File: src/rtl/arb_pkg.sv
// Purpose : shared defaults and the routing helper for the 2x2 flit router.
// Latency : n/a (types, constants and a pure function only).
// Backpressure: n/a.
// Contents: DEF_* parameter defaults, VALID_BIT, route_is_out1().
package arb_pkg;

    localparam int         DEF_FLIT_W    = 10;
    localparam int         DEF_DEST_LSB  = 6;
    localparam int         DEF_DEST_W    = 3;
    localparam logic [2:0] DEF_OUT1_DEST = 3'b010;
    localparam int         VALID_BIT     = DEF_FLIT_W - 1;

    // Route bit for a flit: 1 when its destination field equals out1_dest.
    // Arguments are widened to 64 bits so the same helper serves any
    // parameterisation of the router.
    function automatic logic route_is_out1(
        input logic [63:0] flit,
        input int          dest_lsb,
        input int          dest_w,
        input logic [63:0] out1_dest
    );
        logic [63:0] mask;
        mask = (64'd1 << dest_w) - 64'd1;
        return ((flit >> dest_lsb) & mask) == (out1_dest & mask);
    endfunction

endpackage

File: src/rtl/arb_hold_slot.sv
// Purpose : one-entry input holding slot storing a flit and its precomputed route bit.
// Latency : flit captured at the accepting edge, visible on flit_o the cycle after.
// Backpressure: rdy_o = empty OR granted this cycle, so a drained slot refills in the same cycle.
// Ports   : clk, rst_n (sync, active low); flit_i (MSB = valid) in; grant_i drains the slot;
//           rdy_o accept; full_o / flit_o / route_o expose the held flit (route 1 = out1).
module arb_hold_slot
    import arb_pkg::*;
#(
    parameter int                FLIT_W    = DEF_FLIT_W,
    parameter int                DEST_LSB  = DEF_DEST_LSB,
    parameter int                DEST_W    = DEF_DEST_W,
    parameter logic [DEST_W-1:0] OUT1_DEST = DEST_W'(DEF_OUT1_DEST)
) (
    input  logic              clk,
    input  logic              rst_n,
    input  logic [FLIT_W-1:0] flit_i,
    input  logic              grant_i,
    output logic              rdy_o,
    output logic              full_o,
    output logic [FLIT_W-1:0] flit_o,
    output logic              route_o
);

    logic              full_q;
    logic [FLIT_W-1:0] flit_q;
    logic              route_q;
    logic              capture;

    assign rdy_o   = !full_q || grant_i;
    // Flits without the valid bit never occupy the slot.
    assign capture = flit_i[FLIT_W-1] && rdy_o;

    always_ff @(posedge clk) begin
        if (!rst_n) begin
            full_q  <= 1'b0;
            flit_q  <= '0;
            route_q <= 1'b0;
        end else if (capture) begin
            full_q  <= 1'b1;
            flit_q  <= flit_i;
            route_q <= route_is_out1(64'(flit_i), DEST_LSB, DEST_W, 64'(OUT1_DEST));
        end else if (grant_i) begin
            full_q  <= 1'b0;
        end
    end

    assign full_o  = full_q;
    assign flit_o  = flit_q;
    assign route_o = route_q;

endmodule

File: src/rtl/arb_router2.sv
// Purpose : registered 2-in/2-out flit router with round-robin arbitration on output conflicts.
// Latency : 2 cycles minimum from input handshake to output valid (slot, then output register).
// Backpressure: outX holds while valid && !outX_rdy; blocked slots drop inpX_rdy combinationally.
// Ports   : clk, rst_n (sync, active low); inp1/inp2 flits (MSB = valid) with inp1_rdy/inp2_rdy;
//           out1 (OUT1_DEST traffic) / out2 (everything else) with out1_rdy/out2_rdy.
// Option  : define ARB_ROUTER_STATS_EN to add conflict_cnt[15:0], a saturating conflict counter.
module arb_router2
    import arb_pkg::*;
#(
    parameter int                FLIT_W    = DEF_FLIT_W,
    parameter int                DEST_LSB  = DEF_DEST_LSB,
    parameter int                DEST_W    = DEF_DEST_W,
    parameter logic [DEST_W-1:0] OUT1_DEST = DEST_W'(DEF_OUT1_DEST),
    parameter bit                PRI_INIT  = 1'b0
) (
    input  logic              clk,
    input  logic              rst_n,
    input  logic [FLIT_W-1:0] inp1,
    output logic              inp1_rdy,
    input  logic [FLIT_W-1:0] inp2,
    output logic              inp2_rdy,
    output logic [FLIT_W-1:0] out1,
    input  logic              out1_rdy,
    output logic [FLIT_W-1:0] out2,
    input  logic              out2_rdy
`ifdef ARB_ROUTER_STATS_EN
    ,
    output logic [15:0]       conflict_cnt
`endif
);

    localparam int VB = FLIT_W - 1;

    // Index 0 is input 1, index 1 is input 2.
    logic [1:0]        s_full;
    logic [1:0]        s_route;
    logic [1:0]        grant;
    logic [1:0]        req1;
    logic [1:0]        req2;
    logic [FLIT_W-1:0] s_flit [2];

    logic [FLIT_W-1:0] out1_q, out1_d;
    logic [FLIT_W-1:0] out2_q, out2_d;
    logic              rr_q, rr_d;
    logic              conflict;

    arb_hold_slot #(
        .FLIT_W   (FLIT_W),
        .DEST_LSB (DEST_LSB),
        .DEST_W   (DEST_W),
        .OUT1_DEST(OUT1_DEST)
    ) u_slot1 (
        .clk    (clk),
        .rst_n  (rst_n),
        .flit_i (inp1),
        .grant_i(grant[0]),
        .rdy_o  (inp1_rdy),
        .full_o (s_full[0]),
        .flit_o (s_flit[0]),
        .route_o(s_route[0])
    );

    arb_hold_slot #(
        .FLIT_W   (FLIT_W),
        .DEST_LSB (DEST_LSB),
        .DEST_W   (DEST_W),
        .OUT1_DEST(OUT1_DEST)
    ) u_slot2 (
        .clk    (clk),
        .rst_n  (rst_n),
        .flit_i (inp2),
        .grant_i(grant[1]),
        .rdy_o  (inp2_rdy),
        .full_o (s_full[1]),
        .flit_o (s_flit[1]),
        .route_o(s_route[1])
    );

    always_comb begin
        grant    = '0;
        out1_d   = out1_q;
        out2_d   = out2_q;
        conflict = 1'b0;
        req1     = s_full & s_route;
        req2     = s_full & ~s_route;

        // Output loadable: empty or being consumed this cycle. A consumed
        // output with no new grant only loses its valid bit.
        if (!out1_q[VB] || out1_rdy) begin
            out1_d[VB] = 1'b0;
            if (req1 == 2'b11) begin
                conflict    = 1'b1;
                grant[rr_q] = 1'b1;
                out1_d      = s_flit[rr_q];
            end else if (req1[0]) begin
                grant[0] = 1'b1;
                out1_d   = s_flit[0];
            end else if (req1[1]) begin
                grant[1] = 1'b1;
                out1_d   = s_flit[1];
            end
        end

        if (!out2_q[VB] || out2_rdy) begin
            out2_d[VB] = 1'b0;
            if (req2 == 2'b11) begin
                conflict    = 1'b1;
                grant[rr_q] = 1'b1;
                out2_d      = s_flit[rr_q];
            end else if (req2[0]) begin
                grant[0] = 1'b1;
                out2_d   = s_flit[0];
            end else if (req2[1]) begin
                grant[1] = 1'b1;
                out2_d   = s_flit[1];
            end
        end

        // Both slots can contend for only one output at a time, so at most
        // one conflict grant happens per cycle and the pointer flips once.
        rr_d = rr_q ^ conflict;
    end

    always_ff @(posedge clk) begin
        if (!rst_n) begin
            out1_q <= '0;
            out2_q <= '0;
            rr_q   <= PRI_INIT;
        end else begin
            out1_q <= out1_d;
            out2_q <= out2_d;
            rr_q   <= rr_d;
        end
    end

    assign out1 = out1_q;
    assign out2 = out2_q;

`ifdef ARB_ROUTER_STATS_EN
    logic [15:0] cnt_q;

    always_ff @(posedge clk) begin
        if (!rst_n) begin
            cnt_q <= '0;
        end else if (conflict && cnt_q != 16'hFFFF) begin
            cnt_q <= cnt_q + 16'd1;
        end
    end

    assign conflict_cnt = cnt_q;
`endif

endmodule

File: config.mk
export PLATFORM = sky130hd
export DESIGN_NAME = arb_router2
export DESIGN_NICKNAME = d
export VERILOG_FILES = /design/src/rtl/arb_pkg.sv /design/src/rtl/arb_hold_slot.sv /design/src/rtl/arb_router2.sv
export SDC_FILE = /design/constraint.sdc
export NUM_CORES = 1
export LEC_CHECK = 0
export BUFFER_PORTS_ARGS = -buffer_cell sky130_fd_sc_hd__buf_2
export CORE_UTILIZATION = 47
export DETAILED_ROUTE_END_ITERATION = 16
export GPL_TIMING_DRIVEN = 1
export HOLD_SLACK_MARGIN = 0.05
export PLACE_DENSITY_LB_ADDON = 0.08
export SETUP_SLACK_MARGIN = 0.2
export SLEW_MARGIN = 20
export SYNTH_ARGS = -nofsm -noshare
export SYNTH_HDL_FRONTEND = slang
export SYNTH_SLANG_ARGS = --single-unit
File: constraint.sdc
create_clock -name clk -period 1.5 [get_ports clk]
set_input_delay 0.15 -clock clk [delete_from_list [all_inputs] [get_ports clk]]
set_output_delay 0.15 -clock clk [all_outputs]
set_load 0.01 [all_outputs]
# Yosys cells after proc, flatten, opt, wreduce, memory -nomap -nowiden
# Index checks and enable logic that the tools add are counted.
# classes
n_lt_le_gt_ge	3
n_eq_ne	4
muxes	29
bitwise	6
n_reduce_logical	17
# op_table
cell	count
$mux W10	9
$mux W1	15
$mux W2	4
$eq A3 B2 Y1 const B	2
$reduce_bool A3 Y1	2
$and A2 B2 Y2	2
$eq A2 B2 Y1 const B	2
$logic_not A1 Y1	4
$logic_or A1 B1 Y1	4
$reduce_and A2 Y1	2
$reduce_bool A2 Y1	2
$logic_and A1 B1 Y1	3
$ge A2 B2 Y1 const B	1
$lt A1 B2 Y1 const B	1
$not A1 Y2	1
$not A2 Y2	1
$or A2 B2 Y2	1
$demux W1 S1	1
$ge A1 B1 Y1 const B	1
$xor A1 B1 Y1	1
# word_totals
reg_bits	45
inputBits	24
out_inout_bits	22
wordCells	70

# Longest topological paths before layout
# depth
ltp_word	13
depth_mapped	6
mapped_depth_nobuf	4

# By module
# From an unflattened synthesis, not the netlist that was laid out.
# hier_totals
hier_cells	224
area_unflattened_um2	2033.2
# modules_own_cells
module	n_inst	cells_each	area_each_um2	seq_area_each_um2
arb_router2	1	120	1062.3	420.4
arb_hold_slot	2	52	485.5	240.2

# Least setup slack after synthesis
# No wires, ideal clock.
# synth_timing
path_type	register to register
startpoint	reg u_slot2.route_q, in the netlist u_slot2.route_o
endpoint	reg u_slot1.route_q, in the netlist u_slot1.route_o
setup_time_ns	0.072
arrival_ns	1.460
slack_ns	-0.031
stages_incl_launch_ff	7
n_path_buf	2
path_cell_list	dfxtp_1 buf_6 and3b_1 or3_4 a31oi_4 buf_8 mux2i_1
# synth_via
elab_chain_cells	9
elab_cells_between_ends	13
cone_classes	eq/ne: 2; mux: 5; bitwise: 4; reduce/logical: 2
# synth_rtl
element	line	text
start, declared	arb_hold_slot.sv:26	logic route_q;
start signal, assigned	arb_hold_slot.sv:41	route_q <= route_is_out1(64'(flit_i), DEST_LSB, DEST_W, 64'(OUT1_DEST));
$and A2 B2 Y2	arb_router2.sv:84	req1 = s_full & s_route;
$eq A2 B2 Y1	arb_router2.sv:91	if (req1 == 2'b11) begin
$mux W2	arb_router2.sv:91	
$mux W2	arb_router2.sv:89	if (!out1_q[VB] || out1_rdy) begin
$mux W1 / $or A2 B2 Y2 (equally long branches)	-	
$mux W2	arb_router2.sv:106	if (req2 == 2'b11) begin
$mux W2 *	arb_router2.sv:104	if (!out2_q[VB] || out2_rdy) begin
$logic_or A1 B1 Y1 *	arb_hold_slot.sv:29	assign rdy_o = !full_q || grant_i;
$logic_and A1 B1 Y1 *	arb_hold_slot.sv:31	assign capture = flit_i[FLIT_W-1] && rdy_o;
end signal, assigned	arb_hold_slot.sv:41	
end, declared	arb_hold_slot.sv:26	
# Mark *: on every way between the ends. The rest lies on a longest branch, timed or not.
# A chain may end at the register's enable or synchronous reset.

# Worst setup path after layout
# layout_timing
startpoint	reg rr_q
endpoint	out inp2_rdy
# layout_via
elab_chain_cells	11
elab_cells_between_ends	13
cone_classes	order compare: 2; mux: 8; bitwise: 1; reduce/logical: 2
# layout_rtl
element	line	text
start, declared	arb_router2.sv:44	logic rr_q, rr_d;
start signal, assigned	arb_router2.sv:132	rr_q <= rr_d;
$lt A1 B2 Y1 (not written as such) / $ge A1 B1 Y1 (equally long branches)	arb_router2.sv:93, arb_router2.sv:108	
$logic_and A1 B1 Y1 (not written as such)	arb_router2.sv:93, arb_router2.sv:108	
$mux W1 (not written as such)	arb_router2.sv:93, arb_router2.sv:108	
$demux W1 S1 *	arb_router2.sv:93, arb_router2.sv:108	
$mux W2	arb_router2.sv:91	
$mux W2	arb_router2.sv:89	
$mux W1	arb_router2.sv:113	end else if (req2[1]) begin
$mux W1	arb_router2.sv:110	end else if (req2[0]) begin
$mux W2	arb_router2.sv:106	
$mux W2 *	arb_router2.sv:104	
$logic_or A1 B1 Y1 *	arb_hold_slot.sv:29	
end, declared	arb_router2.sv:21	output logic inp2_rdy,
# Marked as above.

==> metrics <==
RSZ-0062 raised after global routing=yes; Fin Hold WS=0.0721 ns; Root Buffer=clkbuf_8; Setup crit start kind=flip-flop; CTS tree=built; crit-path max FO=6; crit path DAT=1.49 ns; Die X=66.7 um; GRT overflow=0; TritonRoute pass-1 iters=4; clock buffer depth=2; Clk Latency, worst-skew pair=0.30 ns; Post-Synthesis Cells=218; net total in the final layout=306; cell area after layout=2700 um2; Seq/Total Area, Yosys=45.8%; Residual DRC=0; starting density of the core=49.1%; P per Cell Area=939 nW/um2; Core Area=4000 um2; Num CTS Buffers=5; placed insts=315; IO Count=46; via count=1838; die height=66.7 um; top cells by area, synth=dfxtp_1, mux2i_1, nand2_1; ys flop type=dfxtp_1; Async S/R FF share, synth=0%; Slew @ Worst Pin=0.376 ns; Via-to-Cell Ratio=5.52; DR WL/cell=15.3 um; synthesized cell area=1970 um2; Final Non-Filler Cells=333; share of layout cells above drive strength 1=41.3%; leakage power=1.18 nW; Initial DRC Count=75; Num Clock Sinks=45; global-route wire length before repair=7.76 mm; Max VDD drop=556 uV; # Max-Cap Violations=0; combinational power share=16.3%; Flop pwr share=52.5%; Port Buffers=45; internal power=1.85 mW; die area=4440 um2; H-tree depth=2; Tot Pwr=2.54 mW; endpoints failing hold=0; antenna violations before repair=0; synth warn=0; fin crit share=109%; failing checks=negative setup slack; Clock power frac=31.3%; gp weighted congestion=0.785; Yosys top cell by area=dfxtp_1; register bit total from synthesis=45; Final setup viols=15; switching power=0.689 mW; Syn Area/Cell=9.02 um2; Ant. Diodes=0; dpl hpwl=3.27 mm; Cell variety after synth=35; gr usage total=23.8%; status=finished, violations left; top-area cell type share of the netlist area=45.8%; Tmin final=1.64 ns; syn_nets=242; DRT antenna net count=0; worst path required time=1.35 ns; vias in the first global route=1575; Area Overhead vs Synth=37.3%; dpl cell area=2320 um2; CP Capture Type=output port; EDFF count, synth=0; Reg clk slew, reported paths=0.09 ns; Worst Setup Slack, final=-0.135 ns; kind of critical path=flip-flop to output port; Switching Fraction=27.2%; Final Skew=0.00865 ns; FMAX=611 MHz; largest net degree at the start of global routing=44; final WL=5.09 mm; # rows=23; Slew HR=75.0%; Slew Limit Fails=0; Hold Crit Class=input pin to flip-flop
## path summary, 6_finish.rpt
path	from	end	slack (ns)	depth (start not counted)
hold / removal	inp2[5]	u_slot2.flit_o[5]	0.07	3
hold reg to reg	u_slot1.flit_o[6]	u_slot1.flit_o[6]	0.49	2
setup reg to reg	u_slot1.route_o	u_slot1.flit_o[1]	-0.04	5
setup / recovery	rr_q	inp2_rdy	-0.14	4
## cell type report
| cell class | count | area, um2 |
|---|---|---|
| fillers | 332 | 1300 |
| multi-input cells | 157 | 1150 |
| flip-flops and latches | 45 | 911 |
| repair buffers | 70 | 464 |
| clock buffers | 6 | 82.6 |
| well taps | 50 | 62.6 |
| clock inverters | 2 | 13.8 |
| inverters | 3 | 11.3 |
## timing repair
action                     in CTS  in global routing
pin swaps                       9                  7
setup buffers                   5                  2
resized for setup              34                 14
cloned                          2                  1
setup endpoints to repair      45                 46
hold endpoints to repair        0                  0
hold buffers                    0                  0
## state kept, by name (all words and copies together) (netlist names)
signal	cells
u_slot2.flit_o	10
out1	10
u_slot2.route_o	1
u_slot2.full_o	1
u_slot1.flit_o	10
rr_q	1
u_slot1.route_o	1
u_slot1.full_o	1
out2	10
## through the flow
step	utilization [%]	setup TNS (ns)	setup WS (ns)
after floorplan	-	-0.212	-0.0236
after global placement	58.1	0	0.000372
after detailed placement	58.1	-0.00934	-0.00934
after CTS	65.2	-0.611	-0.129
after global routing	67.5	-1.87	-0.196
final	67.5	-0.428	-0.135
## worst max-delay path: stages, from the launching register on
cell and delay [ns]:
dfxtp_2 0.36, nand3b_1 0.19, and3_2 0.25, or2_1 0.25, buf_2 0.14
## cells by family (layout without fill, tap and decap cells)
family	after synthesis	in the layout	synth area share, %
AO/OA/AOI/OAI	67	67	21.6
buffers and inverters	16	81	4.39
flip-flops	45	45	45.8
multiplexers	21	21	10.7
AND/OR/NAND/NOR	69	69	17.5
## cell usage in the layout (no fill, tap or decap), types with 2 or more instances in the layout
master	instances
a21boi_1	3
a21oi_1	18
a22oi_1	7
a22oi_2	10
and3_2	2
buf_12	2
buf_2	45
buf_4	16
buf_6	7
clkbuf_8	6
dfxtp_1	41
dfxtp_2	2
dfxtp_4	2
inv_1	3
mux2i_1	21
nand2_1	40
nand2b_1	2
nand2b_4	2
nand3_1	2
nand3_2	3
nor2_4	2
nor2b_2	2
o21ai_0	16
o21ai_1	2
or2_4	2
or4bb_1	2
## per-layer routing
metal | global-route usage (%) | wire length, um | up-vias
li1 | - | - | 905
met1 | 31.1 | 2380 | 866
met2 | 36.0 | 2340 | 55
met3 | 7.02 | 255 | 12
met4 | 10.1 | 110 | 0
met5 | 0 | 0 | -
## synth_stat cells, drive strengths merged (3+ instances only)
master and instances:
dfxtp 45, nand2 41, mux2i 21, a21oi 19, o21ai 19, a22oi 17
clkbuf 7, buf 6, a21boi 5, nand2b 5, nand3 5, nor2b 4
inv 3, or2 3
## power by group through the flow
stage / clock network, mW / registers, mW / logic (mW)
after floorplan: 0 / 1.35 / 0.202
after CTS: 0.811 / 1.32 / 0.387
after global placement: 0 / 1.35 / 0.341
after detailed placement: 0 / 1.35 / 0.343
final: 0.793 / 1.33 / 0.413
after global routing: 0.859 / 1.34 / 0.452
Note: power is estimated with default switching activity, not from simulation.
